**src/rtl/alu_pkg.sv**
```systemverilog
// Shared opcode, ALU control and sequencer state definitions for the execute stage.
// Decode imports the same opcode constants.
package alu_pkg;

    localparam logic [5:0] OP_ADD = 6'h00;
    localparam logic [5:0] OP_SUB = 6'h01;
    localparam logic [5:0] OP_MUL = 6'h02;
    localparam logic [5:0] OP_LDB = 6'h10;
    localparam logic [5:0] OP_LDW = 6'h11;
    localparam logic [5:0] OP_STB = 6'h12;
    localparam logic [5:0] OP_STW = 6'h13;

    localparam logic [1:0] ALU_CTRL_ADD = 2'b00;
    localparam logic [1:0] ALU_CTRL_SUB = 2'b01;

    typedef enum logic [1:0] {
        StIdle    = 2'd0,
        StExec    = 2'd1,
        StMulIter = 2'd2,
        StDone    = 2'd3
    } state_e;

    function automatic logic op_legal(input logic [5:0] op);
        return op inside {OP_ADD, OP_SUB, OP_MUL, OP_LDB, OP_LDW, OP_STB, OP_STW};
    endfunction

    // Memory ops only need the address add, so everything but SUB maps to ADD.
    function automatic logic [1:0] op_ctrl(input logic [5:0] op);
        return (op == OP_SUB) ? ALU_CTRL_SUB : ALU_CTRL_ADD;
    endfunction

endpackage

```
**src/rtl/mul_shift_regs.sv**
```systemverilog
// Accumulator, shifting multiplicand/multiplier and iteration counter for the
// shift-add multiply. Priority: clear, then load, then step.
module mul_shift_regs #(
    parameter int unsigned WIDTH = 32,
    parameter int unsigned CNT_W = 6
) (
    input  logic             clk,
    input  logic             reset,
    input  logic             clear,
    input  logic             load,
    input  logic             step,
    input  logic [WIDTH-1:0] load_a,
    input  logic [WIDTH-1:0] load_b,
    input  logic [WIDTH-1:0] sum,
    output logic [WIDTH-1:0] acc,
    output logic [WIDTH-1:0] mcand,
    output logic             mplier_lsb,
    output logic [CNT_W-1:0] cnt
);

    logic [WIDTH-1:0] mplier_q;

    assign mplier_lsb = mplier_q[0];

    always_ff @(posedge clk or negedge reset) begin
        if (!reset) begin
            acc      <= '0;
            mcand    <= '0;
            mplier_q <= '0;
            cnt      <= '0;
        end else if (clear) begin
            acc      <= '0;
            mcand    <= '0;
            mplier_q <= '0;
            cnt      <= '0;
        end else if (load) begin
            acc      <= '0;
            mcand    <= load_a;
            mplier_q <= load_b;
            cnt      <= CNT_W'(WIDTH);
        end else if (step) begin
            acc      <= sum;
            mcand    <= mcand << 1;
            mplier_q <= mplier_q >> 1;
            cnt      <= cnt - CNT_W'(1);
        end
    end

endmodule

```
**src/rtl/alu_op_sequencer.sv**
```systemverilog
// Execute-stage controller owning the shared external ALU: single-pass ADD/SUB/address ops,
// WIDTH-iteration shift-add MUL, and a result held until the consumer takes it.
module alu_op_sequencer
    import alu_pkg::*;
#(
    parameter int unsigned WIDTH = 32,
    parameter int unsigned CNT_W = 6
) (
    input  logic             clk,
    input  logic             reset,
    input  logic             flush,
    input  logic             in_valid,
    output logic             in_ready,
    input  logic [5:0]       opcode,
    input  logic [WIDTH-1:0] operand_a,
    input  logic [WIDTH-1:0] operand_b,
    output logic [WIDTH-1:0] alu_a,
    output logic [WIDTH-1:0] alu_b,
    output logic [1:0]       alu_ctrl,
    input  logic [WIDTH-1:0] alu_result,
    output logic             out_valid,
    input  logic             out_ready,
    output logic [WIDTH-1:0] result,
    output logic             illegal,
    output logic             busy
);

    state_e           state_q;
    logic [5:0]       op_q;
    logic [WIDTH-1:0] a_q;
    logic [WIDTH-1:0] b_q;

    logic             accept;
    logic             mul_load;
    logic             mul_step;
    logic [WIDTH-1:0] acc;
    logic [WIDTH-1:0] mcand;
    logic             mplier_lsb;
    logic [CNT_W-1:0] cnt;

    // Gate with reset so nothing looks acceptable while reset is held.
    assign in_ready  = (state_q == StIdle) && reset;
    assign out_valid = (state_q == StDone);
    assign busy      = (state_q != StIdle);
    assign accept    = in_valid && in_ready && !flush;
    assign mul_load  = accept && (opcode == OP_MUL);
    assign mul_step  = (state_q == StMulIter) && !flush;

    mul_shift_regs #(
        .WIDTH (WIDTH),
        .CNT_W (CNT_W)
    ) u_mul_regs (
        .clk        (clk),
        .reset      (reset),
        .clear      (flush),
        .load       (mul_load),
        .step       (mul_step),
        .load_a     (operand_a),
        .load_b     (operand_b),
        .sum        (alu_result),
        .acc        (acc),
        .mcand      (mcand),
        .mplier_lsb (mplier_lsb),
        .cnt        (cnt)
    );

    always_comb begin
        alu_a    = '0;
        alu_b    = '0;
        alu_ctrl = ALU_CTRL_ADD;
        unique case (state_q)
            StExec: begin
                alu_a    = a_q;
                alu_b    = b_q;
                alu_ctrl = op_ctrl(op_q);
            end
            StMulIter: begin
                alu_a = acc;
                alu_b = mplier_lsb ? mcand : '0;
            end
            default: ;
        endcase
    end

    always_ff @(posedge clk or negedge reset) begin
        if (!reset) begin
            state_q <= StIdle;
            op_q    <= '0;
            a_q     <= '0;
            b_q     <= '0;
            result  <= '0;
            illegal <= 1'b0;
        end else if (flush) begin
            state_q <= StIdle;
        end else begin
            case (state_q)
                StIdle: begin
                    if (accept) begin
                        op_q <= opcode;
                        a_q  <= operand_a;
                        b_q  <= operand_b;
                        if (!op_legal(opcode)) begin
                            result  <= '0;
                            illegal <= 1'b1;
                            state_q <= StDone;
                        end else if (opcode == OP_MUL) begin
                            state_q <= StMulIter;
                        end else begin
                            state_q <= StExec;
                        end
                    end
                end
                StExec: begin
                    result  <= alu_result;
                    illegal <= 1'b0;
                    state_q <= StDone;
                end
                StMulIter: begin
                    // Last of the WIDTH passes: the adder output is the final product.
                    if (cnt == CNT_W'(1)) begin
                        result  <= alu_result;
                        illegal <= 1'b0;
                        state_q <= StDone;
                    end
                end
                StDone: begin
                    if (out_ready) begin
                        state_q <= StIdle;
                    end
                end
                default: state_q <= StIdle;
            endcase
        end
    end

endmodule

```
**config.mk**
```make
export PLATFORM = sky130hd
export DESIGN_NAME = alu_op_sequencer
export DESIGN_NICKNAME = d
export VERILOG_FILES = /design/src/rtl/alu_pkg.sv /design/src/rtl/mul_shift_regs.sv /design/src/rtl/alu_op_sequencer.sv
export SDC_FILE = /design/constraint.sdc
export NUM_CORES = 1
export LEC_CHECK = 0
export CORE_ASPECT_RATIO = 1.1
export CORE_MARGIN = 10
export CORE_UTILIZATION = 45
export CTS_CLUSTER_DIAMETER = 200
export DETAILED_ROUTE_END_ITERATION = 8
export HOLD_SLACK_MARGIN = 0.08
export PLACE_DENSITY = 0.82
export SLEW_MARGIN = 10
export SYNTH_ARGS = -nofsm -noshare
export SYNTH_HDL_FRONTEND = slang
export SYNTH_SLANG_ARGS = --single-unit
```
**constraint.sdc**
```tcl
create_clock -name clk -period 2.15 [get_ports clk]
set_input_delay 0.215 -clock clk [delete_from_list [all_inputs] [get_ports clk]]
set_output_delay 0.215 -clock clk [all_outputs]
set_load 0.05 [all_outputs]
```
Word-level counts from Yosys, hierarchy flattened
Index checks and enable logic that the tools add are counted.

$add $sub $neg: 1. Equality and inequality tests: 17. Muxes and demuxes: 32. Bitwise operators: 1. Reductions and logical operators: 15.

Operator list (count): two-way mux 32 bit (13); case mux 32 bit (2 select lines) (2); case mux 32 bit (3 select lines) (1); == test 6 x 5 -> 1 bit, second input constant (4); == test 6 x 1 -> 1 bit, second input constant (3); two-way mux 6 bit (3); two-way mux 2 bit (6); case mux 2 bit (4 select lines) (1); nonzero test 7 bit (1); == test 6 x 2 -> 1 bit, second input constant (1); logical NOT 6 bit (1); inequality test 3 x 2 -> 1 bit, second input constant (2); AND reduction 3 bit (2); nonzero test 3 bit (2); subtractor 6 x 1 -> 6 bit, second input constant (1); logical AND 1 bit (5); two-way mux 1 bit (5); AND reduction 5 bit (1); == test 2 bit, second input constant (2); inequality test 2 bit, second input constant (2); inequality test 3 bit, second input constant (1); case mux 1 bit (3 select lines) (1); == test 2 x 1 -> 1 bit, second input constant (1); logical NOT 2 bit (1); 4 further kinds (4).

Flip-flop bits (word level): 207. Input bits: 107. Output and inout bits: 102. Word-level logic and storage cells: 76.

Depth between registers and ports, before layout
Gate-level depths: netlist of run 1.

Depth after elaboration: 7. Depth in mapped cells: 10. Depth with buffers taken out: 6.

Cells and area by module
A second synthesis of run 1 with hierarchy kept.

Cells, all modules: 887. Area total of the unflattened synthesis: 10221.1 µm².

By module, submodules not included: alu_op_sequencer (times used 1, cells an instance 477, area an instance 5322.6 µm², sequential area each 2627.5 µm²); mul_shift_regs (times used 1, cells an instance 410, area an instance 4898.4 µm², sequential area each 2552.4 µm²).

Least setup slack after synthesis of run 1
Ideal clock, no wire load.

Path kind: register to output. Start point: register state_q[0]. End point: output port alu_a[31]. Data arrival time: 2.180 ns. Required time: 1.935 ns. Path slack: -0.245 ns. Cell stages (with the launch flop): 7. Buffers on the path: 3. Cells stage by stage: dfrtp_1 -> inv_1 -> ha_1 -> clkbuf_1 -> clkbuf_1 -> clkbuf_1 -> nor2b_1.

Cells in the longest elaborated chain, start to end: 2. Elaborated cells on any way between the ends: 3.

RTL lines: from (decl) (line alu_op_sequencer.sv:28) `state_e state_q;`; from (signal assigned) (line alu_op_sequencer.sv:87) `state_q <= StIdle;`; from (signal assigned) (line alu_op_sequencer.sv:94) `state_q <= StIdle;`; from (signal assigned) (line alu_op_sequencer.sv:105) `state_q <= StDone;`; == test 2 bit / == test 2 x 1 -> 1 bit (equally long branches) (line alu_op_sequencer.sv:71) `unique case (state_q)`; case mux 32 bit (2 select lines) * (line alu_op_sequencer.sv:71); to (decl) (line alu_op_sequencer.sv:17) `output logic [WIDTH-1:0] alu_a,`.

Mark *: on every way between the ends. The rest lies on a longest branch, timed or not.

Final worst setup path of run 1
Start point: register state_q[1]. End point: output port alu_b[21].

Cells in the longest elaborated chain, start to end: 2. Elaborated cells on any way between the ends: 3.

RTL lines: == test 2 bit / == test 2 x 1 -> 1 bit (equally long branches) (line alu_op_sequencer.sv:71); case mux 32 bit (2 select lines) * (line alu_op_sequencer.sv:71); to (decl) (line alu_op_sequencer.sv:18) `output logic [WIDTH-1:0] alu_b,`.

Marked as above.

==> results of run 1 <==
[Yosys cell counts (2+ instances only)]
master,instances
sky130_fd_sc_hd__a22o_1,2
sky130_fd_sc_hd__a22oi_1,64
sky130_fd_sc_hd__and2_1,2
sky130_fd_sc_hd__buf_1,17
sky130_fd_sc_hd__buf_2,7
sky130_fd_sc_hd__buf_6,3
sky130_fd_sc_hd__clkbuf_1,46
sky130_fd_sc_hd__dfrtp_1,207
sky130_fd_sc_hd__ha_1,6
sky130_fd_sc_hd__inv_1,40
sky130_fd_sc_hd__mux2_2,70
sky130_fd_sc_hd__mux2i_1,127
sky130_fd_sc_hd__nand2_1,97
sky130_fd_sc_hd__nor2_1,40
sky130_fd_sc_hd__nor2b_1,65
sky130_fd_sc_hd__nor3_1,4
sky130_fd_sc_hd__nor4_1,3
sky130_fd_sc_hd__o21a_1,2
sky130_fd_sc_hd__o31ai_1,63
sky130_fd_sc_hd__xnor2_1,3
sky130_fd_sc_hd__xor2_1,2
[logic make-up after synthesis]
family                     Yosys count
and+or+nand+nor                    218
DFF                                207
muxes                              197
AOI/OAI and AO/OA                  139
buffers and inverters              114
adders and majority gates            6
xor gates and xnor gates             5
other                                1
[metal layers]
metal / share of wire / GRT usage / up-vias
met2: 0.50 / 0.3409 / 261
met5: 0 / 0 / -
met3: 0.050 / 0.03227 / 58
met1: 0.42 / 0.2546 / 3894
met4: 0.033 / 0.07132 / 0
li1: - / - / 3544
[timing repair]
action,in CTS,in global routing
pin swaps,6,7
cloned,3,9
endpoints found under the hold margin,208,0
resized for setup,75,9
hold buffers,2,0
buffers inserted,4,4
endpoints found under the setup margin,65,101
[critical path: cells and delay by family (launching register included)]
family / cells / cell delay (ns)
buffers and inverters: 3 / 0.51
adders and majority gates: 1 / 0.39
DFF: 1 / 0.37
and+or+nand+nor: 1 / 0.24
[flip-flops by register name (all words and copies together), names as in the netlist]
signal,cells
a_q,32
b_q,32
result,32
u_mul_regs.acc,32
u_mul_regs.mcand,32
u_mul_regs.mplier_q,32
op_q,6
u_mul_regs.cnt,6
state_q,2
illegal,1
[how the worst max path moves through the flow]
stage / startpoint / to / slack, ns / cells after the start
after floorplan: state_q[0]$_DFFE_PN0P_ / illegal$_DFFE_PN0P_ / -0.07 / 8
after global placement: opcode[2] / result[6]$_DFFE_PN0P_ / 0.01 / 7
after detailed placement: opcode[2] / result[28]$_DFFE_PN0P_ / -0.07 / 7
after CTS: state_q[1]$_DFFE_PN0P_ / alu_b[19] / -0.09 / 7
after global routing: state_q[1]$_DFFE_PN0P_ / alu_b[4] / -0.11 / 7
final: state_q[1]$_DFFE_PN0P_ / alu_b[21] / -0.08 / 5
[through the flow]
step	total power, mW	util	cells
floorplan	10.05	-	887
global placement	12.37	0.6292	1348
detailed placement	12.57	0.6292	1348
CTS	17.27	0.6904	1398
global route	18.43	0.7027	1412
finish	17.61	0.7027	1412
[cell usage in the layout, fill, tap and decap left out, drive strengths merged, types with 4 or more instances in the layout]
master,netlist,layout
a22oi,64,64
buf,28,118
clkbuf,46,34
clkdlybuf4s50,0,137
clkinv,0,8
dfrtp,207,207
ha,6,6
inv,40,40
mux2,70,70
mux2i,127,127
nand2,97,97
nor2,40,40
nor2b,65,65
nor3,4,4
o31ai,63,63
[power by group through the flow]
| stage | clock network, mW | logic (mW) | registers, mW |
|---|---|---|---|
| 6_report | 4.10 | 7.75 | 5.76 |
| 3_3_place_gp | 0 | 6.78 | 5.60 |
| 3_5_place_dp | 0 | 6.92 | 5.66 |
| 5_1_grt | 4.36 | 8.19 | 5.88 |
| 4_1_cts | 4.17 | 7.38 | 5.73 |
| 2_1_floorplan | 0 | 3.73 | 6.33 |
[final cells by class]
| cell class | count | share of cell area |
|---|---|---|
| flip-flops and latches | 207 | 0.3427 |
| multi-input cells | 566 | 0.3313 |
| repair buffers | 267 | 0.2388 |
| clock buffers | 27 | 0.04172 |
| well taps | 290 | 0.02400 |
| clock inverters | 14 | 0.01117 |
| inverters | 40 | 0.01018 |
| diodes | 1 | 0.0001655 |
==> out/summary.txt, run 1 <==
run status: complete, but fails checks
failing checks: negative setup slack
share of layout cells above drive strength 1: 0.3354
Storage cell area: 5180 sq um
clk buf depth: 3
maximum frequency from static timing analysis: 0.4485 GHz
Slew Limit Headroom: 0.3989
synthesized-area fraction occupied by xor and xnor cells: 0.004413
vias in the first global route: 8,186
cell area after layout: 15,120 sq um
share of the synthesized area in compound gates (AO/OA/AOI/OAI): 0.1079
initial antenna violation count: 1
TritonCTS sink count: 207
number of cell instances on the worst register-to-register path: 7
dpl cell area: 13,540 sq um
type of the tightest min-delay check: in2reg
Mapped Area: 9925 sq um
placeable core region: 21,510 sq um
final clock skew: 0.01011 ns
final setup violation count: 49
total via count in the routed design: 7,757
number of maximum-capacitance constraint violations: 0
total of buffers placed on input and output ports: 207
main combinational cell family by area after synthesis: multiplexers
CP startpoint kind: flop
Async SR Flop Fraction: 1.000
effective utilization at floorplan: 0.4614
number of nets in the synthesized netlist: 1,000
post-synthesis adder-cell area fraction: 0.007564
register-to-register setup slack: 0.01 ns
Post-Route Hold Slack: 0.2928 ns
Crit path required time: 1.93 ns
number of warning messages in the yosys log: 0
peak per-stage delay on the critical path: 0.39 ns
kind of end point of the critical path: output pin
global placer's final weighted congestion: 0.8201
number of library cell types mapped by synthesis: 38
CTS tree: yes
total detailed-routing wirelength: 30.23 mm
most frequently used flop master after synthesis: sky130_fd_sc_hd__dfrtp_1
Comb pwr share: 0.440
Worst Setup Path Type: reg2out
fill cell instance count of the final layout: 1,425
slowest stage cell on the critical path: sky130_fd_sc_hd__ha_4
clock latency on the worst-skew pair: 0.51 ns
Area Overhead vs Synth: 52.31%
shortest clock period the worst path allows after layout: 2.230 ns
detail-routed net length per standard cell: 21.41 um
maximum fanout along the worst path: 12
number of top-level pins: 209
net load switching power: 6.403 mW
hold worst-path end: u_mul_regs.mplier_q[25]$_DFFE_PN0P_
Post-Syn Area per Cell: 11.19 sq um
arrival time at the worst endpoint: 2.01 ns
cell types with the largest area share after synthesis: sky130_fd_sc_hd__dfrtp_1 (52%), sky130_fd_sc_hd__mux2i_1 (13%), sky130_fd_sc_hd__mux2_2 (7.9%)
DRC violation count after routing: 0
Crit Reg-Reg Endpoint: result[16]$_DFFE_PN0P_
detailed-routing iteration count for the pre-antenna-repair pass: 7
area of the die: 28,400 sq um
Final Max Tran Viols: 0
sum of negative setup slack: -1.566 ns
cell count after synthesis: 887
flops & latches, synth: 207
fraction of power consumed by sequential logic: 0.327
startpoint of the worst register-to-register path: state_q[1]$_DFFE_PN0P_
post-detailed-placement half-perimeter wirelength: 19.99 mm
fraction of power consumed by the clock network: 0.233
Clock H-tree levels: 1
critical-path cell list: inv_1 -> ha_4 -> buf_4 -> nor2b_4 -> buf_12
slew at the pin with the worst max-slew slack: 0.9016 ns
clk slew on worst S/H paths: 0.06 ns
Clock Tree Root: sky130_fd_sc_hd__clkbuf_16
startpoint of the lowest-slack hold path: operand_b[25]
largest area contributor in the synthesized netlist: sky130_fd_sc_hd__dfrtp_1
largest net degree at the start of global routing: 137
fraction of the mapped netlist area in simple logic gates: 0.1036
net switching fraction of the power: 0.3636
number of DRC markers in iteration 0: 385
Vert. Die Dim: 175.8 um
Final Worst Setup Slack: -0.07986 ns
Leak Pwr: 5.995 nW
share of the synthesized area in the top cell type: 0.5219
setup repair after global routing missed its margin: true
number of cell rows: 56
share of the yosys chip area belonging to registers: 0.5219
Final nets: 1,218
number of flops mapped to enable cells by yosys: 0
Horiz. Die Dim: 161.6 um
global-route wire length before repair: 46.54 mm
number of antenna-violating nets in the routed design: 0
Cell Int Power: 11.21 mW
multiplexer area fraction after synthesis: 0.2075
worst IR drop on VDD: 0.5720 mV
total CTS buffers: 23
portion of the clock cycle consumed by the worst path in the final layout: 1.037
pre-CTS WS: -0.06985 ns
power per cell area: 1165 nW/um^2
DR vias/cell: 5.494
final hold viol count: 0
global routing usage summed across all routing layers: 0.2012
total congestion overflow: 0
footprint of the multi-input gates: 5007 sq um
Hold Crit Depth: 3
No activity file was read; power rests on OpenSTA's default activity.
==> inputs of run 2 (changes only) <==
CTS_BUF_LIST = sky130_fd_sc_hd__clkbuf_8   (was not set)
CTS_CLUSTER_DIAMETER = not set   (was 200)
==> out/summary.txt, run 2 (synthesis results as in run 1) <==
kind of end point of the critical path: output pin
arrival time at the worst endpoint: 2.03 ns
CTS tree: yes
effective utilization at floorplan: 0.4614
DR vias/cell: 5.403
initial antenna violation count: 4
Post-Route Hold Slack: 0.2709 ns
detailed-routing iteration count for the pre-antenna-repair pass: 4
Slew Limit Headroom: 0.3928
Crit path required time: 1.93 ns
Crit Reg-Reg Endpoint: result[16]$_DFFE_PN0P_
area of the die: 28,400 sq um
clk slew on worst S/H paths: 0.06 ns
pre-CTS WS: -0.06985 ns
total power: 17.11 mW
CP startpoint kind: flop
number of top-level pins: 209
clk buf depth: 3
capturing element of the worst setup path: alu_b[23]
Worst Setup Path Type: reg2out
Clock Tree Root: sky130_fd_sc_hd__clkbuf_8
vias in the first global route: 8,163
Vert. Die Dim: 175.8 um
Area Overhead vs Synth: 50.03%
Final Max Tran Viols: 0
total congestion overflow: 0
number of cell rows: 56
power per cell area: 1149 nW/um^2
final core utilization: 0.6922
total via count in the routed design: 7,759
DRC violation count after routing: 0
failing checks: negative setup slack
slew at the pin with the worst max-slew slack: 0.9108 ns
global placer's final weighted congestion: 0.8201
clock latency on the worst-skew pair: 0.54 ns
Critical Path Start: state_q[1]$_DFFE_PN0P_
Final nets: 1,229
TritonCTS sink count: 207
final clock skew: 0.02273 ns
Final Worst Setup Slack: -0.09983 ns
fill cell instance count of the final layout: 1,478
total detailed-routing wirelength: 29.68 mm
global routing usage summed across all routing layers: 0.1956
register-to-register setup slack: 0.04 ns
detail-routed net length per standard cell: 20.67 um
number of antenna-violating nets in the routed design: 0
largest net degree at the start of global routing: 137
sum of negative setup slack: -2.895 ns
shortest clock period the worst path allows after layout: 2.250 ns
total of buffers placed on input and output ports: 207
post-detailed-placement half-perimeter wirelength: 19.99 mm
commonest non-fill, non-tap cells in the layout: sky130_fd_sc_hd__dfrtp_1 (207), sky130_fd_sc_hd__clkdlybuf4s50_1 (137), sky130_fd_sc_hd__mux2i_1 (127), sky130_fd_sc_hd__nand2_1 (97), sky130_fd_sc_hd__buf_12 (81)
final setup violation count: 65
run status: complete, but fails checks
number of DRC markers in iteration 0: 374
global-route wire length before repair: 45.15 mm
portion of the clock cycle consumed by the worst path in the final layout: 1.046
Clock H-tree levels: 2
placeable core region: 21,510 sq um
maximum frequency from static timing analysis: 0.4445 GHz
Horiz. Die Dim: 161.6 um
share of layout cells above drive strength 1: 0.3257
total CTS buffers: 36
Leak Pwr: 5.958 nW
most common cell after layout, fill and taps aside: sky130_fd_sc_hd__dfrtp_1
final hold viol count: 0
worst IR drop on VDD: 0.5017 mV
startpoint of the worst register-to-register path: state_q[1]$_DFFE_PN0P_
number of cell instances on the worst register-to-register path: 8
number of maximum-capacitance constraint violations: 0
maximum fanout along the worst path: 12
setup repair after global routing missed its margin: true
type of the tightest min-delay check: in2reg
run 2: cell types whose count changed in the layout (fill, tap and decap cells not counted), moves of 3 or more:
cell                        change
sky130_fd_sc_hd__a22oi_1       +20
sky130_fd_sc_hd__a22oi_2       -20
sky130_fd_sc_hd__buf_12         +3
sky130_fd_sc_hd__buf_4          +3
sky130_fd_sc_hd__buf_6          -3
sky130_fd_sc_hd__clkbuf_16     -24
sky130_fd_sc_hd__clkbuf_8      +39
sky130_fd_sc_hd__clkinv_2       +6
sky130_fd_sc_hd__clkinv_4       -4
sky130_fd_sc_hd__diode_2        +3
sky130_fd_sc_hd__inv_1          +5
run 2: power by group:
group | internal, mW | switching (mW) | total (mW)
clock network | 2.19 | 1.67 | 3.86
logic | 3.62 | 3.92 | 7.54
registers | 4.98 | 0.726 | 5.71
run 2: routing by layer:
metal  up-vias  routed length (um)  track usage
met5         -                   0            0
met2       238               14500       0.3148
met1      3875               12510       0.2466
met3        71                1526      0.04116
li1       3575                   -            -
met4         0                1150      0.09219
run 2: worst min-delay path by stage:
stage,cells past startpoint,slack [ns],to,startpoint
after global routing,3,0.26,u_mul_regs.mplier_q[25]$_DFFE_PN0P_,operand_b[25]
after global placement,2,0.40,op_q[5]$_DFFE_PN0P_,reset
after floorplan,0,-0.08,a_q[0]$_DFFE_PN0P_,reset
after CTS,3,0.25,result[20]$_DFFE_PN0P_,alu_result[20]
final,3,0.27,result[20]$_DFFE_PN0P_,alu_result[20]
after detailed placement,2,0.41,op_q[5]$_DFFE_PN0P_,reset
run 2: repair_timing:
action	4_1_cts	5_1_grt
setup buffers	3	9
resized for setup	39	23
endpoints found under the setup margin	65	89
hold buffers	2	0
endpoints found under the hold margin	208	0
pin swaps	3	3
cloned	0	6
run 2: cell type report:
class | instances | area, sq um | share of cell area
clock buffer | 43 | 591.8 | 0.03975
clock inverter | 21 | 181.4 | 0.01218
tap | 290 | 362.8 | 0.02437
timing repair buffer | 265 | 3513 | 0.2360
inverter | 40 | 153.9 | 0.01034
multi-input combinational | 566 | 4896 | 0.3288
sequential | 207 | 5180 | 0.3479
antenna | 4 | 10.01 | 0.0006723
run 2: critical path: stages (launching register included):
cell and delay [ns]:
sky130_fd_sc_hd__dfrtp_1 0.39, sky130_fd_sc_hd__buf_6 0.13, sky130_fd_sc_hd__ha_4 0.19, sky130_fd_sc_hd__and2_4 0.18
sky130_fd_sc_hd__clkbuf_16 0.18, sky130_fd_sc_hd__a22oi_2 0.20, sky130_fd_sc_hd__nor2b_4 0.08, sky130_fd_sc_hd__buf_12 0.15
run 2: per-stage QoR:
stage	cell area [sq um]	std cells
floorplan	10250	887
global placement	13540	1348
detailed placement	13540	1348
CTS	14540	1417
global route	14890	1436
finish	14890	1436
==> inputs of run 3 (changes only) <==
==> constraint.sdc (replaced) <==
create_clock -name clk -period 2.15 [get_ports clk]
set_input_delay 0.3225 -clock clk [delete_from_list [all_inputs] [get_ports clk]]
set_output_delay 0.3225 -clock clk [all_outputs]
set_load 0.05 [all_outputs]
==> out/summary.txt, run 3 (synthesis results as in run 1) <==
Area Overhead vs Synth: 53.67%
number of top-level pins: 209
share of layout cells above drive strength 1: 0.3571
failing checks: negative setup slack
register-to-register setup slack: -0.13 ns
startpoint of the lowest-slack hold path: flush
TritonCTS sink count: 207
slew at the pin with the worst max-slew slack: 1.135 ns
shortest clock period the worst path allows after layout: 2.349 ns
global-route wire length before repair: 48.21 mm
fraction of power consumed by the clock network: 0.205
number of cells in the finished layout apart from fillers: 1,445
number of cell rows: 56
startpoint of the worst register-to-register path: state_q[1]$_DFFE_PN0P_
worst IR drop on VDD: 0.5056 mV
maximum frequency from static timing analysis: 0.4257 GHz
most common cell after layout, fill and taps aside: sky130_fd_sc_hd__dfrtp_1
DR vias/cell: 5.570
Hold Crit Depth: 3
slowest stage cell on the critical path: sky130_fd_sc_hd__dfrtp_1
detailed-routing iteration count for the pre-antenna-repair pass: 5
Horiz. Die Dim: 161.6 um
vias in the first global route: 8,274
Crit Reg-Reg Endpoint: illegal$_DFFE_PN0P_
placeable core region: 21,510 sq um
Clock Tree Root: sky130_fd_sc_hd__clkbuf_8
Leak Pwr: 6.087 nW
number of antenna-violating nets in the routed design: 0
portion of the clock cycle consumed by the worst path in the final layout: 1.093
total congestion overflow: 0
Comb pwr share: 0.465
clock latency on the worst-skew pair: 0.51 ns
fill cell instance count of the final layout: 1,437
initial antenna violation count: 4
final setup violation count: 71
commonest non-fill, non-tap cells in the layout: sky130_fd_sc_hd__dfrtp_1 (207), sky130_fd_sc_hd__clkdlybuf4s50_1 (137), sky130_fd_sc_hd__mux2i_1 (120), sky130_fd_sc_hd__nand2_1 (96), sky130_fd_sc_hd__buf_12 (77)
detail-routed net length per standard cell: 22.87 um
area of the die: 28,400 sq um
Cell Int Power: 10.93 mW
final clock skew: 0.01359 ns
effective utilization at floorplan: 0.4614
post-detailed-placement half-perimeter wirelength: 20.23 mm
total of buffers placed on input and output ports: 207
Post-Route Hold Slack: 0.1709 ns
type of the tightest min-delay check: in2reg
net load switching power: 6.667 mW
final core utilization: 0.7090
CTS tree: yes
largest net degree at the start of global routing: 192
fraction of power consumed by sequential logic: 0.330
sum of negative setup slack: -9.481 ns
Worst Setup Path Type: reg2out
number of maximum-capacitance constraint violations: 0
Clock H-tree levels: 2
clk slew on worst S/H paths: 0.06 ns
Slew Limit Headroom: 0.2430
Critical Path Start: state_q[0]$_DFFE_PN0P_
dpl cells: 1,350
Final Worst Setup Slack: -0.1993 ns
run status: complete, but fails checks
number of DRC markers in iteration 0: 493
cell occurring most often along the worst timing path: sky130_fd_sc_hd__buf_12
Vert. Die Dim: 175.8 um
maximum fanout along the worst path: 12
Final Max Tran Viols: 0
total detailed-routing wirelength: 33.05 mm
global routing usage summed across all routing layers: 0.2105
critical-path cell list: inv_2 -> ha_4 -> and2_4 -> buf_12 -> a22oi_2 -> nor2b_4 -> buf_12
number of cell instances on the worst register-to-register path: 9
global placer's final weighted congestion: 0.8180
DRC violation count after routing: 0
net switching fraction of the power: 0.3789
total CTS buffers: 36
arrival time at the worst endpoint: 2.03 ns
setup repair after global routing missed its margin: true
Crit path required time: 1.83 ns
pre-CTS WS: -0.1551 ns
power per cell area: 1154 nW/um^2
total via count in the routed design: 8,049
CP startpoint kind: flop
clk buf depth: 3
Final nets: 1,241
final hold viol count: 0
kind of end point of the critical path: output pin
peak per-stage delay on the critical path: 0.40 ns
hold worst-path end: state_q[1]$_DFFE_PN0P_
==> run 3: cell count changes in the layout (fill, tap and decap cells not counted), moves of 3 or more <==
cell	before	now
sky130_fd_sc_hd__a22oi_1	21	0
sky130_fd_sc_hd__a22oi_2	43	64
sky130_fd_sc_hd__buf_12	81	77
sky130_fd_sc_hd__buf_16	2	6
sky130_fd_sc_hd__buf_4	32	36
sky130_fd_sc_hd__buf_6	1	4
sky130_fd_sc_hd__clkbuf_16	6	10
sky130_fd_sc_hd__clkinv_2	10	1
sky130_fd_sc_hd__inv_1	43	48
sky130_fd_sc_hd__mux2i_1	127	120
sky130_fd_sc_hd__mux2i_2	0	6
==> run 3: power by group through the flow <==
stage | combinational, mW | clock [mW] | sequential (mW)
floorplan | 3.74 | 0 | 6.33
global placement | 6.75 | 0 | 5.62
detailed placement | 6.88 | 0 | 5.69
CTS | 7.42 | 3.66 | 5.72
global route | 8.56 | 3.84 | 5.92
finish | 8.18 | 3.61 | 5.81
==> run 3: worst max-delay path: cells and delay by family (launching register included) <==
family | cells | cell delay (ns)
buf+inv | 3 | 0.42
simple gates | 2 | 0.41
flops | 1 | 0.40
fa+ha+maj | 1 | 0.19
compound gates | 1 | 0.09
==> run 3: worst max-delay path by stage <==
stage	slack, ns	endpoint	depth (start not counted)
global route	-0.26	alu_b[7]	7
floorplan	-0.07	illegal$_DFFE_PN0P_	8
finish	-0.20	alu_b[14]	7
global placement	-0.03	result[10]$_DFFE_PN0P_	6
CTS	-0.22	alu_b[11]	7
detailed placement	-0.16	result[14]$_DFFE_PN0P_	7
==> run 3: stage by stage <==
step	area, sq um	total power [mW]
2_1_floorplan	10260	10.07
3_3_place_gp	13520	12.37
3_5_place_dp	13520	12.57
4_1_cts	14770	16.81
5_1_grt	15250	18.31
6_report	15250	17.60
==> run 3: repair_timing <==
item                                    4_1_cts  5_1_grt
endpoints found under the setup margin      102      195
hold endpoints to repair                     16        0
pin swaps                                    12       13
resized for setup                            63       37
setup buffers                                 7        8
gates cloned                                  5       10
hold buffers                                  1        0
==> run 3: routing by layer <==
metal  GRT usage  routed length [um]  share of wire  vias up
li1            -                   -              -     3592
met1      0.2636               13170           0.40     4055
met2      0.3526               16760           0.51      328
met3     0.04139                1930          0.058       74
met4     0.07815                1190          0.036        0
met5           0                   0              0        -
==> run 3: cell type report <==
type / count / area (sq um) / area share
Antenna cell: 4 / 10.01 / 0.0006563
Clock buffer: 45 / 619.3 / 0.04061
Clock inverter: 16 / 98.84 / 0.006481
Inverter: 40 / 153.9 / 0.01009
Multi-Input combinational cell: 566 / 5057 / 0.3316
Sequential cell: 207 / 5180 / 0.3397
Tap cell: 290 / 362.8 / 0.02379
Timing Repair Buffer: 277 / 3769 / 0.2471
